==> src/rtl/sobel_pkg.sv <==
// Shared types and arithmetic helpers for the Sobel gradient stage.
// Widths are sized so the kernel can never overflow and only the sum of squares saturates.
package sobel_pkg;

  localparam int unsigned PIX_W   = 8;
  localparam int unsigned GRAD_W  = 11;
  localparam int unsigned SUMSQ_W = 20;

  localparam logic [SUMSQ_W-1:0] SUMSQ_MAX = 20'hFFFFF;

  typedef logic [PIX_W-1:0]         pixel_t;
  typedef logic signed [GRAD_W-1:0] grad_t;
  typedef logic [SUMSQ_W-1:0]       sumsq_t;

  // Wide enough for the unclamped Gx^2 + Gy^2 (max 2080800).
  typedef logic [2*GRAD_W:0] sq_sum_t;

  typedef struct packed {
    pixel_t top;
    pixel_t mid;
    pixel_t bot;
  } column_t;

  function automatic grad_t to_grad(pixel_t p);
    return grad_t'({{(GRAD_W - PIX_W){1'b0}}, p});
  endfunction

  function automatic sumsq_t sat_sumsq(grad_t gx, grad_t gy);
    logic signed [2*GRAD_W-1:0] gx_sq;
    logic signed [2*GRAD_W-1:0] gy_sq;
    sq_sum_t                    sum;
    gx_sq = gx * gx;
    gy_sq = gy * gy;
    sum   = {1'b0, gx_sq} + {1'b0, gy_sq};
    if (sum > sq_sum_t'(SUMSQ_MAX)) begin
      return SUMSQ_MAX;
    end
    return sum[SUMSQ_W-1:0];
  endfunction

endpackage

==> src/rtl/sobel_kernel.sv <==
// Combinational 3x3 Sobel kernel: p<row><col>, column 0 oldest, produces signed Gx/Gy.
// Kept free of any state so it can be reused by the direction logic.
module sobel_kernel
  import sobel_pkg::*;
(
  input  logic [PIX_W-1:0]         p00,
  input  logic [PIX_W-1:0]         p01,
  input  logic [PIX_W-1:0]         p02,
  input  logic [PIX_W-1:0]         p10,
  input  logic [PIX_W-1:0]         p11,
  input  logic [PIX_W-1:0]         p12,
  input  logic [PIX_W-1:0]         p20,
  input  logic [PIX_W-1:0]         p21,
  input  logic [PIX_W-1:0]         p22,
  output logic signed [GRAD_W-1:0] gx,
  output logic signed [GRAD_W-1:0] gy
);

  grad_t e00, e01, e02, e10, e12, e20, e21, e22;

  assign e00 = to_grad(p00);
  assign e01 = to_grad(p01);
  assign e02 = to_grad(p02);
  assign e10 = to_grad(p10);
  assign e12 = to_grad(p12);
  assign e20 = to_grad(p20);
  assign e21 = to_grad(p21);
  assign e22 = to_grad(p22);

  // Centre pixel carries zero weight in both kernels.
  logic unused_centre;
  assign unused_centre = ^p11;

  assign gx = (e02 + (e12 <<< 1) + e22) - (e00 + (e10 <<< 1) + e20);
  assign gy = (e00 + (e01 <<< 1) + e02) - (e20 + (e21 <<< 1) + e22);

endmodule

==> src/rtl/sobel_gradient.sv <==
// Streaming Sobel gradient: sliding 3-column window, two-stage pipeline (kernel, then
// saturated sum of squares) with a single stall that freezes every stage.
module sobel_gradient
  import sobel_pkg::*;
(
  input  logic                      clk,
  input  logic                      reset_n,
  input  logic                      col_valid,
  output logic                      col_ready,
  input  logic [PIX_W-1:0]          col_top,
  input  logic [PIX_W-1:0]          col_mid,
  input  logic [PIX_W-1:0]          col_bot,
  input  logic                      row_start,
  input  logic                      col_last,
  output logic                      out_valid,
  input  logic                      out_ready,
  output logic [SUMSQ_W-1:0]        out_data,
  output logic signed [GRAD_W-1:0]  out_gx,
  output logic signed [GRAD_W-1:0]  out_gy,
  output logic                      out_last
);

  localparam logic [1:0] CntFull = 2'd3;

  column_t col_in;
  column_t col_old_q;  // window column 0 once the incoming column shifts in
  column_t col_new_q;  // window column 1 once the incoming column shifts in

  logic [1:0] cnt_q, cnt_d;
  logic       stall;
  logic       accept;
  logic       s1_load;

  grad_t  k_gx, k_gy;
  grad_t  s1_gx_q, s1_gy_q;
  logic   s1_valid_q, s1_last_q;

  logic   out_valid_q, out_last_q;
  sumsq_t out_data_q, sumsq;
  grad_t  out_gx_q, out_gy_q;

  assign col_in.top = col_top;
  assign col_in.mid = col_mid;
  assign col_in.bot = col_bot;

  assign stall     = out_valid_q & ~out_ready;
  assign col_ready = reset_n & ~stall;
  assign accept    = col_valid & col_ready;

  // row_start makes the carrying column the first of a fresh window.
  always_comb begin
    cnt_d = cnt_q;
    if (row_start) begin
      cnt_d = 2'd1;
    end else if (cnt_q != CntFull) begin
      cnt_d = cnt_q + 2'd1;
    end
  end

  assign s1_load = accept & (cnt_d == CntFull);

  sobel_kernel u_kernel (
    .p00 (col_old_q.top),
    .p01 (col_new_q.top),
    .p02 (col_in.top),
    .p10 (col_old_q.mid),
    .p11 (col_new_q.mid),
    .p12 (col_in.mid),
    .p20 (col_old_q.bot),
    .p21 (col_new_q.bot),
    .p22 (col_in.bot),
    .gx  (k_gx),
    .gy  (k_gy)
  );

  always_ff @(posedge clk or negedge reset_n) begin
    if (!reset_n) begin
      col_old_q <= '0;
      col_new_q <= '0;
      cnt_q     <= '0;
    end else if (accept) begin
      col_old_q <= col_new_q;
      col_new_q <= col_in;
      cnt_q     <= cnt_d;
    end
  end

  always_ff @(posedge clk or negedge reset_n) begin
    if (!reset_n) begin
      s1_valid_q <= 1'b0;
      s1_gx_q    <= '0;
      s1_gy_q    <= '0;
      s1_last_q  <= 1'b0;
    end else if (!stall) begin
      s1_valid_q <= s1_load;
      if (s1_load) begin
        s1_gx_q   <= k_gx;
        s1_gy_q   <= k_gy;
        s1_last_q <= col_last;
      end
    end
  end

  assign sumsq = sat_sumsq(s1_gx_q, s1_gy_q);

  always_ff @(posedge clk or negedge reset_n) begin
    if (!reset_n) begin
      out_valid_q <= 1'b0;
      out_data_q  <= '0;
      out_gx_q    <= '0;
      out_gy_q    <= '0;
      out_last_q  <= 1'b0;
    end else if (!stall) begin
      out_valid_q <= s1_valid_q;
      if (s1_valid_q) begin
        out_data_q <= sumsq;
        out_gx_q   <= s1_gx_q;
        out_gy_q   <= s1_gy_q;
        out_last_q <= s1_last_q;
      end
    end
  end

  assign out_valid = out_valid_q;
  assign out_data  = out_data_q;
  assign out_gx    = out_gx_q;
  assign out_gy    = out_gy_q;
  assign out_last  = out_last_q;

endmodule

==> config.mk <==
export PLATFORM = sky130hd
export DESIGN_NAME = sobel_gradient
export DESIGN_NICKNAME = d
export VERILOG_FILES = /design/src/rtl/sobel_pkg.sv /design/src/rtl/sobel_kernel.sv /design/src/rtl/sobel_gradient.sv
export SDC_FILE = /design/constraint.sdc
export NUM_CORES = 1
export LEC_CHECK = 0
export CAP_MARGIN = 20
export CORE_UTILIZATION = 38
export DETAILED_ROUTE_END_ITERATION = 10
export GPL_ROUTABILITY_DRIVEN = 0
export PLACE_DENSITY = 0.64
export SYNTH_ARGS = -nofsm -noshare
export SYNTH_HDL_FRONTEND = slang
export SYNTH_SLANG_ARGS = --single-unit
==> constraint.sdc <==
create_clock -name clk -period 9.4 [get_ports clk]
set_input_delay 1.88 -clock clk [delete_from_list [all_inputs] [get_ports clk]]
set_output_delay 1.88 -clock clk [all_outputs]
set_load 0.01 [all_outputs]
==> run metrics, run 1 <==
Die Wd 207 um; post-CTS resize count 0; Worst-path clk slew 60 ps; outcome finished clean; async set-reset flop share out of synthesis 1.00; flop-to-flop setup slack approximately 1800 ps; syn_area_per_cell ~9.3 um2; Synth Instances between 1500 and 2000; YS warnings 0; clk_lat worst skew about 440 ps; antenna violations before repair 0; critical path type flop to flop; Fin Hold WS between 400 and 500 ps; Storage cell area between 2000 and 3000 um2; ANT nets after route 0; Adder-Cell Fraction of Synth Area 0.440; gr ovfl total 0; crit path cell chain inv_1 > nor2_1 > fa_1 > fa_1 > fa_1 > fa_1 > inv_1 > fa_1 > inv_1 > ha_1 > a21oi_2 > o221ai_2 > a31oi_2 > a21oi_2 > a41o_1 > and3b_1 > or4_1 > ha_1 > nor4_1 > and4_1 > a21oi_2 > mux2_4 > o22a_1; Tot GR Track Use 0.171; vias in the first global route 12301; row count 74; post-DP HPWL 28100 um; Via-to-Cell Ratio just under 5; Final #Nets approximately 2200; post-synthesis sequential area ratio 0.184; core area 41200 um2; Num CTS Buffers 17; skew final 14.9 ps; drt total wl approximately 34000 um; postcts setup bufs 0; Slew Limit Fails 0; drt wl/cell 14.9 um; Tmin final about 7600 ps; commonest non-fill, non-tap cell in the layout inv_1; Starting Density 0.389; Post-Syn Area approximately 16000 um2; Synth cell types 62; Worst Setup End Kind flop; layout cells sized above 1 0.0348; Syn Nets roughly 2200; final count of hold timing violations 0; final setup fails 0; Crit path max-delay family adder cells; most frequent cells in the layout inv_1 (359), nand2_1 (278), fa_1 (258), ha_1 (150), dfrtp_1 (118); dominant synthesized flop cell dfrtp_1; synthesized flop and latch total 118; post-synthesis xor/xnor area fraction 0.0520; Compound-Gate Fraction of Synth Area 0.0964; Area Growth Syn to Fin 11.6%; Post-synth EDFFs 0; Req. time, crit path approximately 10000 ps; DR pass1 iterations 6; Crit path largest cell delay ~620 ps; Least-Margin Pin Slew 1070 ps; largest net degree at the start of global routing between 60 and 70; Rel. slew slack 0.288; Critical Path AT between 7000 and 8000 ps; multi-input logic area between 10000 and 15000 um2; Buf/Inv on CP 3; Setup crit start kind flop; vias post-DR 11259; die footprint around 43000 um2; HP Class flop to flop; cts hold-fix bufs 0; main combinational cell family by area after synthesis adder cells; num ports 75; Antenna diodes 0; clock sink count 118; DRC viols 0; Max-Cap Viols 0; Root Driver clkbuf_16; Tcrit/Tclk final 0.805; port bufs 74; most used cell, CP fa_1; post-synthesis mux area share 0.00641; Crit-path slowest cell dfrtp_1; die height ~210 um; TritonCTS clock tree yes; setup tns final 0 ps; unrepaired setup endpoints after global routing false; Post-Synth Simple-Gate Area 0.124; Iter 0 DRT Violations between 400 and 500; crit-path max FO 20; H-tree Lvls 4; Fillers a little under 4000; Clock Tree Buf Depth 2; fmax 132 MHz; first-pass GRT wire length 59200 um
[worst register-to-register path: cells and delay by family (launching register included)]
kind / cells / cell delay [ps]
AOI/OAI and AO/OA: 7 / 1260
buffers and inverters: 3 / 310
DFF: 1 / 620
adders and majority gates: 7 / 3190
and+or+nand+nor: 5 / 1670
muxes: 1 / 370
[per-stage QoR]
stage / worst slack, ps / utilization / instances / cell area, um2
3_5_place_dp: 1890 / 0.419 / 2283 / 17200
4_1_cts: 1850 / 0.434 / 2315 / 17900
3_3_place_gp: 2090 / 0.419 / 2283 / 17200
5_1_grt: 1420 / 0.434 / 2315 / 17900
6_report: 1840 / 0.434 / 2315 / 17900
2_1_floorplan: 2270 / - / 1722 / 16000
[final cells by class]
type	instances	area share
clock buffers	17	0.0238
clock inverters	15	0.0107
inverters	359	0.0754
multi-input cells	1195	0.644
flip-flops and latches	118	0.165
well taps	532	0.0373
repair buffers	79	0.0434
[synthesized netlist by cell type, drive strengths merged (5+ instances only)]
library cell,instances,area (um2)
a21oi,64,335
clkbuf,47,176
o21a,15,113
a21o,15,113
nor3,6,30.0
a211oi,6,55.1
mux2,7,82.6
fa,258,5160
nor2b,26,163
xor2,28,245
o21ai,70,350
and2,54,338
a31oi,11,90.1
nor2,41,154
nand2,278,1040
ha,150,1880
o21bai,8,60.1
xnor2,67,587
dfrtp,118,2950
nand3,10,50.1
nand2b,12,75.1
inv,359,1350
o22a,20,175
or2,5,31.3
[worst paths after layout]
kind | endpoint | startpoint | cells after the start
worst max-delay path | out_data[1]$_DFFE_PN0P_ | s1_gy_q[7]$_DFFE_PN0P_ | 23
worst min-delay path | out_last$_DFFE_PN0P_ | s1_last_q$_DFFE_PN0P_ | 2
worst max register to register | out_data[1]$_DFFE_PN0P_ | s1_gy_q[7]$_DFFE_PN0P_ | 23
worst min register to register | out_last$_DFFE_PN0P_ | s1_last_q$_DFFE_PN0P_ | 2
max in group asynchronous | s1_gx_q[3]$_DFFE_PN0P_ | reset_n | 2
min in group asynchronous | out_gx[3]$_DFFE_PN0P_ | reset_n | 1
[registers in the layout, indices dropped and copies added (netlist names)]
name / count
cnt_q: 2
col_new_q: 24
col_old_q: 24
out_data: 20
out_gx: 11
out_gy: 11
out_last: 1
out_valid: 1
s1_gx_q: 11
s1_gy_q: 11
s1_last_q: 1
s1_valid_q: 1
[kinds of logic after synthesis]
logic type,count (synthesis)
simple gates,446
buf+inv,409
fa+ha+maj,408
compound gates,237
flops,118
xor+xnor,95
mux,9
[layer usage]
metal | vias to the layer above | share of wire | global-route usage
li1 | 5412 | - | -
met1 | 5622 | 0.45 | 0.220
met2 | 197 | 0.50 | 0.304
met3 | 28 | 0.034 | 0.0253
met4 | 0 | 0.0091 | 0.0324
met5 | - | 0 | 0
Power of run 1 is left out: the tool's default activity adds up to more than one toggle a clock period on the data nets, which glitch-free logic cannot reach.
==> inputs of run 2 (changes only) <==
==> constraint.sdc (replaced) <==
create_clock -name clk -period 7.3 [get_ports clk]
set_input_delay 1.46 -clock clk [delete_from_list [all_inputs] [get_ports clk]]
set_output_delay 1.46 -clock clk [all_outputs]
set_load 0.01 [all_outputs]
==> run metrics, run 2 (synthesized netlist as in run 1, its figures left out) <==
Fillers 3982 (was 3960); postcts setup bufs 0 (unchanged); fmax 142 MHz (was 132 MHz); Top Layer Used met4 (unchanged); skew final 21.7 ps (was 14.9 ps); Tcrit/Tclk final 0.962 (was 0.805); Antenna diodes 0 (unchanged); final setup fails 0 (unchanged); Iter 0 DRT Violations 510 (was 483); first-pass GRT wire length 60800 um (was 59200 um); Crit path max-delay family adder cells (unchanged); Root Driver clkbuf_16 (unchanged); Req. time, crit path 7610 ps (was 9710 ps); cts hold-fix bufs 0 (unchanged); Clock Tree Buf Depth 2 (unchanged); gr ovfl total 0 (unchanged); Final #Nets 2239 (was 2208); most frequent cells in the layout inv_1 (358), nand2_1 (277), fa_1 (258), ha_1 (150), dfrtp_1 (108) (was inv_1 (359), nand2_1 (278), fa_1 (258), ha_1 (150), dfrtp_1 (118)); Worst Setup End Kind flop (unchanged); metal3 WL 1440 um (was 1180 um); Num CTS Buffers 17 (unchanged); WL met1 16300 um (was 15600 um); ANT nets after route 0 (unchanged); row count 74 (unchanged); setup tns final 0 ps (unchanged); die footprint 43000 um2 (unchanged); Max-Cap Viols 0 (unchanged); routed wl met2 17500 um (was 17300 um); port bufs 74 (unchanged); Worst Reg-to-Reg Cells 22 (was 23); hold depth 2 (unchanged); vias post-DR 11374 (was 11259); TritonCTS clock tree yes (unchanged); Worst-path clk slew 60 ps (about the same); post-DP HPWL 28900 um (was 28100 um); DRC viols 0 (unchanged); final count of hold timing violations 0 (unchanged); critical path type flop to flop (unchanged); Die Wd 207 um (unchanged); Via-to-Cell Ratio 4.85 (was 4.86); Crit path largest cell delay 550 ps (was 620 ps); H-tree Lvls 4 (unchanged); antenna violations before repair 1 (was 0); Buf/Inv on CP 2 (was 3); Starting Density 0.389 (unchanged); crit path cell chain nor2b_1 > fa_1 > fa_1 > fa_1 > fa_1 > inv_1 > fa_1 > inv_1 > ha_1 > a21oi_2 > o221ai_2 > a31oi_4 > a21oi_2 > a41o_1 > and3b_1 > or4_1 > ha_1 > nor4_4 > and4_1 > a21oi_2 > mux2_4 > o22a_1 (was inv_1 > nor2_1 > fa_1 > fa_1 > fa_1 > fa_1 > inv_1 > fa_1 > inv_1 > ha_1 > a21oi_2 > o221ai_2 > a31oi_2 > a21oi_2 > a41o_1 > and3b_1 > or4_1 > ha_1 > nor4_1 > and4_1 > a21oi_2 > mux2_4 > o22a_1); layout cells sized above 1 0.0634 (was 0.0348); HP Class flop to flop (unchanged); Rel. slew slack 0.459 (was 0.288); Crit-path slowest cell fa_1 (was dfrtp_1); Least-Margin Pin Slew 811 ps (was 1070 ps); CP Depth 22 (was 23); DR pass1 iterations 5 (was 6); multi-input logic area 11600 um2 (was 11500 um2); commonest non-fill, non-tap cell in the layout inv_1 (unchanged); clock sink count 118 (unchanged); Tmin final 7020 ps (was 7560 ps); vias in the first global route 12236 (was 12301); drt wl/cell 15.1 um (was 14.9 um); crit-path max FO 14 (was 20); Setup crit start kind flop (unchanged); Storage cell area 2970 um2 (was 2950 um2); core area 41200 um2 (unchanged); Critical Path AT 7340 ps (was 7870 ps); clk_lat worst skew 450 ps (was 440 ps); most used cell, CP fa_1 (unchanged); outcome finished clean (unchanged); num ports 75 (unchanged); drt total wl 35500 um (was 34400 um); unrepaired setup endpoints after global routing true (was false); Tot GR Track Use 0.177 (was 0.171); largest net degree at the start of global routing 63 (was 64); die height 207 um (unchanged); Area Growth Syn to Fin 13.5% (was 11.6%); Slew Limit Fails 0 (unchanged)
==> run 2: changes by cell type in the layout (fill, tap and decap cells not counted), moves of 2 or more <==
cell,previous run,this run
a211oi_1,4,2
a211oi_2,2,4
a21oi_1,60,58
a21oi_2,4,6
buf_4,6,35
dfrtp_1,118,108
dfrtp_2,0,10
nor2_1,41,37
nor2_2,0,4
==> run 2: cell type report <==
class | count | share of cell area
Multi-Input combinational cell | 1196 | 0.637
Sequential cell | 118 | 0.163
Inverter | 359 | 0.0742
Timing Repair Buffer | 109 | 0.0558
Tap cell | 532 | 0.0366
Clock buffer | 17 | 0.0234
Clock inverter | 15 | 0.00930
==> run 2: worst paths after layout <==
check / from / end / slack, ps
setup / recovery: s1_gy_q[10]$_DFFE_PN0P_ / out_data[7]$_DFFE_PN0P_ / 280
setup reg to reg: s1_gy_q[10]$_DFFE_PN0P_ / out_data[7]$_DFFE_PN0P_ / 280
hold reg to reg: col_new_q[9]$_DFFE_PN0P_ / col_old_q[9]$_DFFE_PN0P_ / 470
max in group asynchronous: reset_n / s1_gy_q[6]$_DFFE_PN0P_ / 4700
hold / removal: col_new_q[9]$_DFFE_PN0P_ / col_old_q[9]$_DFFE_PN0P_ / 470
min in group asynchronous: reset_n / s1_gx_q[9]$_DFFE_PN0P_ / 1250
==> run 2: what timing repair did <==
item	4_1_cts	5_1_grt
gates cloned	0	1
pin swaps	0	0
endpoints found under the setup margin	17	20
gates resized for setup	1	24
hold endpoints to repair	0	0
==> run 2: worst register-to-register path: stages, from the launching register on <==
cell	delay (ps)
dfrtp_2	490
nor2b_1	180
fa_1	510
fa_1	510
fa_1	510
fa_1	550
inv_1	50
fa_1	520
inv_1	40
ha_1	360
a21oi_2	210
o221ai_2	170
a31oi_4	210
a21oi_2	100
a41o_1	270
and3b_1	160
or4_1	520
ha_1	320
nor4_4	300
and4_1	260
a21oi_2	90
mux2_4	350
o22a_1	200
==> run 2: routing by layer <==
metal  vias up  track usage
li1       5485            -
met1      5633        0.230
met5         -            0
met2       225        0.309
met3        31       0.0295
met4         0       0.0350
==> run 2: per-stage QoR <==
step / hold WS, ps / worst slack (ps) / area, um2 / util / std cells
detailed placement: 454 / 54.0 / 17500 / 0.424 / 2312
floorplan: 433 / 173 / 16000 / - / 1722
global placement: 447 / 191 / 17500 / 0.424 / 2312
CTS: 471 / 16.0 / 18100 / 0.438 / 2344
global route: 500 / -4.96 / 18200 / 0.441 / 2346
finish: 467 / 277 / 18200 / 0.441 / 2346
Power of run 2 is left out for the same reason.
==> patch 1, RTL diff (flow settings as in run 1) <==
The package constant `GRAD_W` goes from 11 to 10.
--- a/src/rtl/sobel_pkg.sv
+++ b/src/rtl/sobel_pkg.sv
@@ -3,7 +3,7 @@
 package sobel_pkg;
 
   localparam int unsigned PIX_W   = 8;
-  localparam int unsigned GRAD_W  = 11;
+  localparam int unsigned GRAD_W  = 10;
   localparam int unsigned SUMSQ_W = 20;
 
   localparam logic [SUMSQ_W-1:0] SUMSQ_MAX = 20'hFFFFF;
Interface: changed (resized out_gx and out_gy); port bits go from 75 to 73. No check against the original RTL was run, so the function may have changed too.
==> patch 1 against run 1 <==
  * Via count is 8.5% lower
  * Design area shrank 9.4%
  * Setup slack improved by 460 ps
  * Sequential share of layout area grew 1.1 points
  * Hold slack got worse by 0.99 ps
  * Sequential cell count down 4
  * Area after synthesis down 10%
  * Wire length shrank 12%
  * Global-route usage is 0.28 points lower
  * Final cell count down 8.5%
  * Largest cell class unchanged
Power is not shown: default switching activity piles up to over one toggle a cycle in this logic, so the estimate is an artifact.
==> patch 1: results (changes against run 1) <==
[outcome]
status = finished, final reports clean

[synthesis]
synth_compound_area_share_pct = 8.83  ; -0.82 points
synthTopCellsByCount = inv_1 (315), nand2_1 (276), fa_1 (227), ha_1 (135), dfrtp_1 (114)
synth_xor_area_share_pct = 4.15  ; -1.0 points
synth_ff_type = dfrtp_1
synth_fp_nets = 1939  ; -10%
synth.area.top_cells = fa_1 (32%), dfrtp_1 (20%), ha_1 (12%)
synthArstFlopShare_pct = 100  ; unchanged
yosys_warnings = 0  ; unchanged
synth_mux_area_share_pct = 0.680  ; +0.039 points
ys_seq_area_share_pct = 19.9  ; +1.4 points
synth.distinct_cells = 67  ; +8.1%
synthAdderAreaFrac_pct = 43.4  ; -0.54 points

[global_route]
antenna_found_initial = 3  ; +3
grt_pass1_wl_mm = 51.5  ; -13%
gr-usage-met3_pct = 2.97  ; +0.45 points
grt_pass1_vias = 10671  ; -13%
grt_use_met2_pct = 28.4  ; -2.0 points
met1_usage_pct = 22.2  ; +0.21 points
grt_max_degree = 67  ; +4.7%
track_usage_pct = 16.8  ; -0.28 points

[setup_path]
crit_end = out_data[17]
reg2reg_slack_ps = 2290  ; +460 ps
crit_arrival_ps = 7430  ; -440 ps
cp_max_fo = 19  ; -5.0%
startpoint = s1_gy_q[1]
cpPeakStageDelay_ps = 570  ; -50 ps
cp_slowest_cell = dfrtp_1
r2r_cells = 25  ; +8.7%

[cells_and_area]
drive_gt1_share_pct = 3.78  ; +0.30 points
nets = 1992  ; -9.8%

[placement]
io_buffers = 72  ; -2.7%
post-dp-hpwl_mm = 24.1  ; -14%
place_area_um2 = 15600  ; -9.8%

[drt]
antenna_left = 0  ; unchanged
drt_pass1_iterations = 6  ; unchanged
wl_per_cell_um = 14.2  ; -4.1%
routed_via_density = 4.86  ; about the same
drt_iter0_markers = 512  ; +6.0%

[clock_tree]
clk_latency_ps = 440  ; about the same
cts_setup_buffers = 0  ; unchanged
numCtsBuffers = 17  ; unchanged
clk_pin_slew_ps = 60  ; about the same
htreeDepth = 4  ; unchanged
clk_path_buf_depth = 2  ; unchanged
cts_resized = 0  ; unchanged
cts-hold-fix-buffers = 0  ; unchanged
clockRootBuffer = clkbuf_16

[worst_hold_path]
whs_path_depth = 2  ; unchanged
hp-class = reg -> reg

[sta]
max_slew_margin_pct = 40.7  ; +12 points
holdWs_ps = 465  ; -0.992 ps
post-route-period-util_pct = 75.6  ; -4.8 points
skew_ps = 12.2  ; -2.70 ps

## patch 1: cell types whose count changed in the layout (fill, tap and decap cells not counted), moves of 11 or more
cell / change
nor2_1: +13
inv_1: -44
nor2b_1: -11
and2_1: -20
o21ai_1: +41
fa_1: -31
ha_1: -15
a21oi_1: -16
xnor2_1: -19
o21ai_0: -50
## patch 1: through the flow
step	utilization [%]	cells
2_1_floorplan	-	1547
3_3_place_gp	42.2	2085
3_5_place_dp	42.2	2085
4_1_cts	43.9	2117
5_1_grt	43.9	2117
6_report	43.9	2118
## patch 1: layout make-up
cell class / instances / area, um^2
antenna: 1 / 2.50
tap: 504 / 631
sequential: 114 / 2850
multi-input combinational: 1068 / 10100
clock inverter: 14 / 185
fill: 3571 / 20700
timing repair buffer: 79 / 771
inverter: 320 / 1200
clock buffer: 18 / 439
## patch 1: how the worst min path moves through the flow
stage,from,to
finish,col_new_q[13],col_old_q[13]
global route,col_new_q[11],col_old_q[11]
CTS,col_new_q[13],col_old_q[13]
detailed placement,col_new_q[13],col_old_q[13]
global placement,col_new_q[11],col_old_q[11]
floorplan,s1_last_q,out_last
## patch 1: per-layer routing
layer / part of all wire, % / routed length (um) / vias up
met5: 0.040 / 12 / -
met4: 1.4 / 413 / 2
met3: 4.8 / 1440 / 38
met2: 49 / 14900 / 201
met1: 44 / 13400 / 5159
li1: - / - / 4900
## patch 1: critical path: cells and delay by family (launching register included)
family / cells / cell delay [ps]
buf+inv: 5 / 250
simple gates: 4 / 840
compound gates: 8 / 2200
xor+xnor: 1 / 150
flops: 1 / 570
fa+ha+maj: 7 / 2980
==> patch 2, RTL diff (settings of run 1) <==
Without the edit above. Reset style: synchronous (`reset_n`), changed in 3 clocked blocks.
--- a/src/rtl/sobel_gradient.sv
+++ b/src/rtl/sobel_gradient.sv
@@ -73,7 +73,7 @@
     .gy  (k_gy)
   );
 
-  always_ff @(posedge clk or negedge reset_n) begin
+  always_ff @(posedge clk) begin
     if (!reset_n) begin
       col_old_q <= '0;
       col_new_q <= '0;
@@ -85,7 +85,7 @@
     end
   end
 
-  always_ff @(posedge clk or negedge reset_n) begin
+  always_ff @(posedge clk) begin
     if (!reset_n) begin
       s1_valid_q <= 1'b0;
       s1_gx_q    <= '0;
@@ -103,7 +103,7 @@
 
   assign sumsq = sat_sumsq(s1_gx_q, s1_gy_q);
 
-  always_ff @(posedge clk or negedge reset_n) begin
+  always_ff @(posedge clk) begin
     if (!reset_n) begin
       out_valid_q <= 1'b0;
       out_data_q  <= '0;
Check against the original RTL: not equivalent (Yosys sat finds a counterexample within 10 cycles, from zero or initial values and one cycle with reset_n low; the reset may be asserted at any time).
==> patch 2 against run 1 <==
  * Area after synthesis fell by 1.5%
  * Design area fell by 1.5%
  * Final cell count rose by 2.2%
  * Setup slack got worse by 200 ps
  * Sequential cell count did not move
  * Critical path type unchanged
  * Via count rose by 2.0%
  * Highest routed layer unchanged
  * Wire length rose by 0.90%
Power is left out: it rests on default switching activity, and per cell area and clock period it moved more than threefold.
==> patch 2: results (changes against run 1) <==
[placement]
place_inst = 2334  ; +2.2%
post-dp-hpwl_mm = 28.2  ; +0.29%
pre_cts_slack_ps = 1710  ; -185 ps

[drt]
antenna_left = 0  ; unchanged
wl_mm = 34.7  ; +0.90%
wl_per_cell_um = 14.7  ; -1.3%
drt_iter0_markers = 536  ; +11%
drt_pass1_iterations = 7  ; +1
num_vias = 11480  ; +2.0%

[global_route]
grt_pass1_vias = 12272  ; -0.24%
track_usage_pct = 17.7  ; +0.66 points
grt_max_degree = 101  ; +58%

[outcome]
status = finished, final reports clean

[setup_path]
crit_arrival_ps = 8090  ; +220 ps
cp_max_fo = 23  ; +15%

[synthesis]
synth.distinct_cells = 59  ; -4.8%
synthArstFlopShare_pct = 0  ; -100 points
synth_fp_nets = 2226  ; +3.1%
syn-instance-count = 1783  ; +3.5%
synthTopCellsByCount = inv_1 (368), fa_1 (257), nand2_1 (239), ha_1 (156), dfxtp_1 (118)
synth.area.top_cells = fa_1 (33%), dfxtp_1 (15%), ha_1 (12%)
ys_seq_area_share_pct = 15.0  ; -3.5 points

[cells_and_area]
drive_gt1_share_pct = 3.76  ; +0.28 points

[sta]
worst_pin_slew_ps = 859  ; -209 ps
skew_ps = 17.5  ; +2.68 ps
final.setup.worst_slack_ps = 1630  ; -202 ps

[clock_tree]
numCtsBuffers = 17  ; unchanged
clk_path_buf_depth = 2  ; unchanged

[patch 2: cell types whose count changed in the layout (fill, tap and decap cells not counted), moves of 10 or more]
cell,change
a21oi_1,+37
dfrtp_1,-118
dfxtp_1,+118
nand2_1,-39
nor2_1,+15
o21ai_0,+10
o22a_1,-19
[patch 2: final timing paths]
check	from	end	slack, ps	depth (start not counted)
max	s1_gx_q[10]	out_data[12]	1630	24
min	out_gy[6]	out_gy[6]	450	2
max reg2reg	s1_gx_q[10]	out_data[12]	1630	24
min reg2reg	out_gy[6]	out_gy[6]	450	2
[patch 2: critical path, cell delays in order, from the launching register on]
cell and delay [ps]:
dfxtp_1 750, nand2_1 270, fa_1 540, inv_1 60
fa_1 500, fa_1 570, fa_1 430, fa_1 450
ha_1 360, a21o_1 180, a21o_1 180, a21oi_1 280
a31oi_1 170, or4_1 430, and2_1 160, xor2_1 140
ha_1 410, a21oi_1 220, nor2b_1 190, or3_1 150
nor2_1 40, o21ai_0 70, o31a_1 670, nand2_4 150
o221a_2 290
[patch 2: cell families (layout without fill, tap and decap cells)]
logic type	after synthesis	count (layout)	share of synthesized area, %
AOI/OAI and AO/OA	292	292	11.9
xor gates and xnor gates	94	94	5.22
and+or+nand+nor	434	434	12.4
DFF	118	118	15.0
adders and majority gates	413	413	45.0
muxes	2	2	0.127
buffers and inverters	430	481	10.3
[patch 2: cell type report]
cell class	count	area, um^2
inverter	368	1380
clock buffer	17	425
timing repair buffer	81	788
tap	532	666
sequential	118	2360
fill	4017	23200
clock inverter	15	193
multi-input combinational	1235	11800
[patch 2: per-stage QoR]
stage	cell area, um^2	hold WS [ps]	utilization [%]
global placement	17000	433	41.6
CTS	17600	457	43.1
global route	17600	475	43.1
detailed placement	17000	442	41.6
finish	17600	453	43.1
floorplan	15800	425	-
[patch 2: per-layer routing]
layer | global-route usage, % | routed length, um
met5 | 0 | 0
met1 | 22.4 | 15700
met2 | 30.8 | 16900
met3 | 3.44 | 1350
met4 | 4.60 | 714
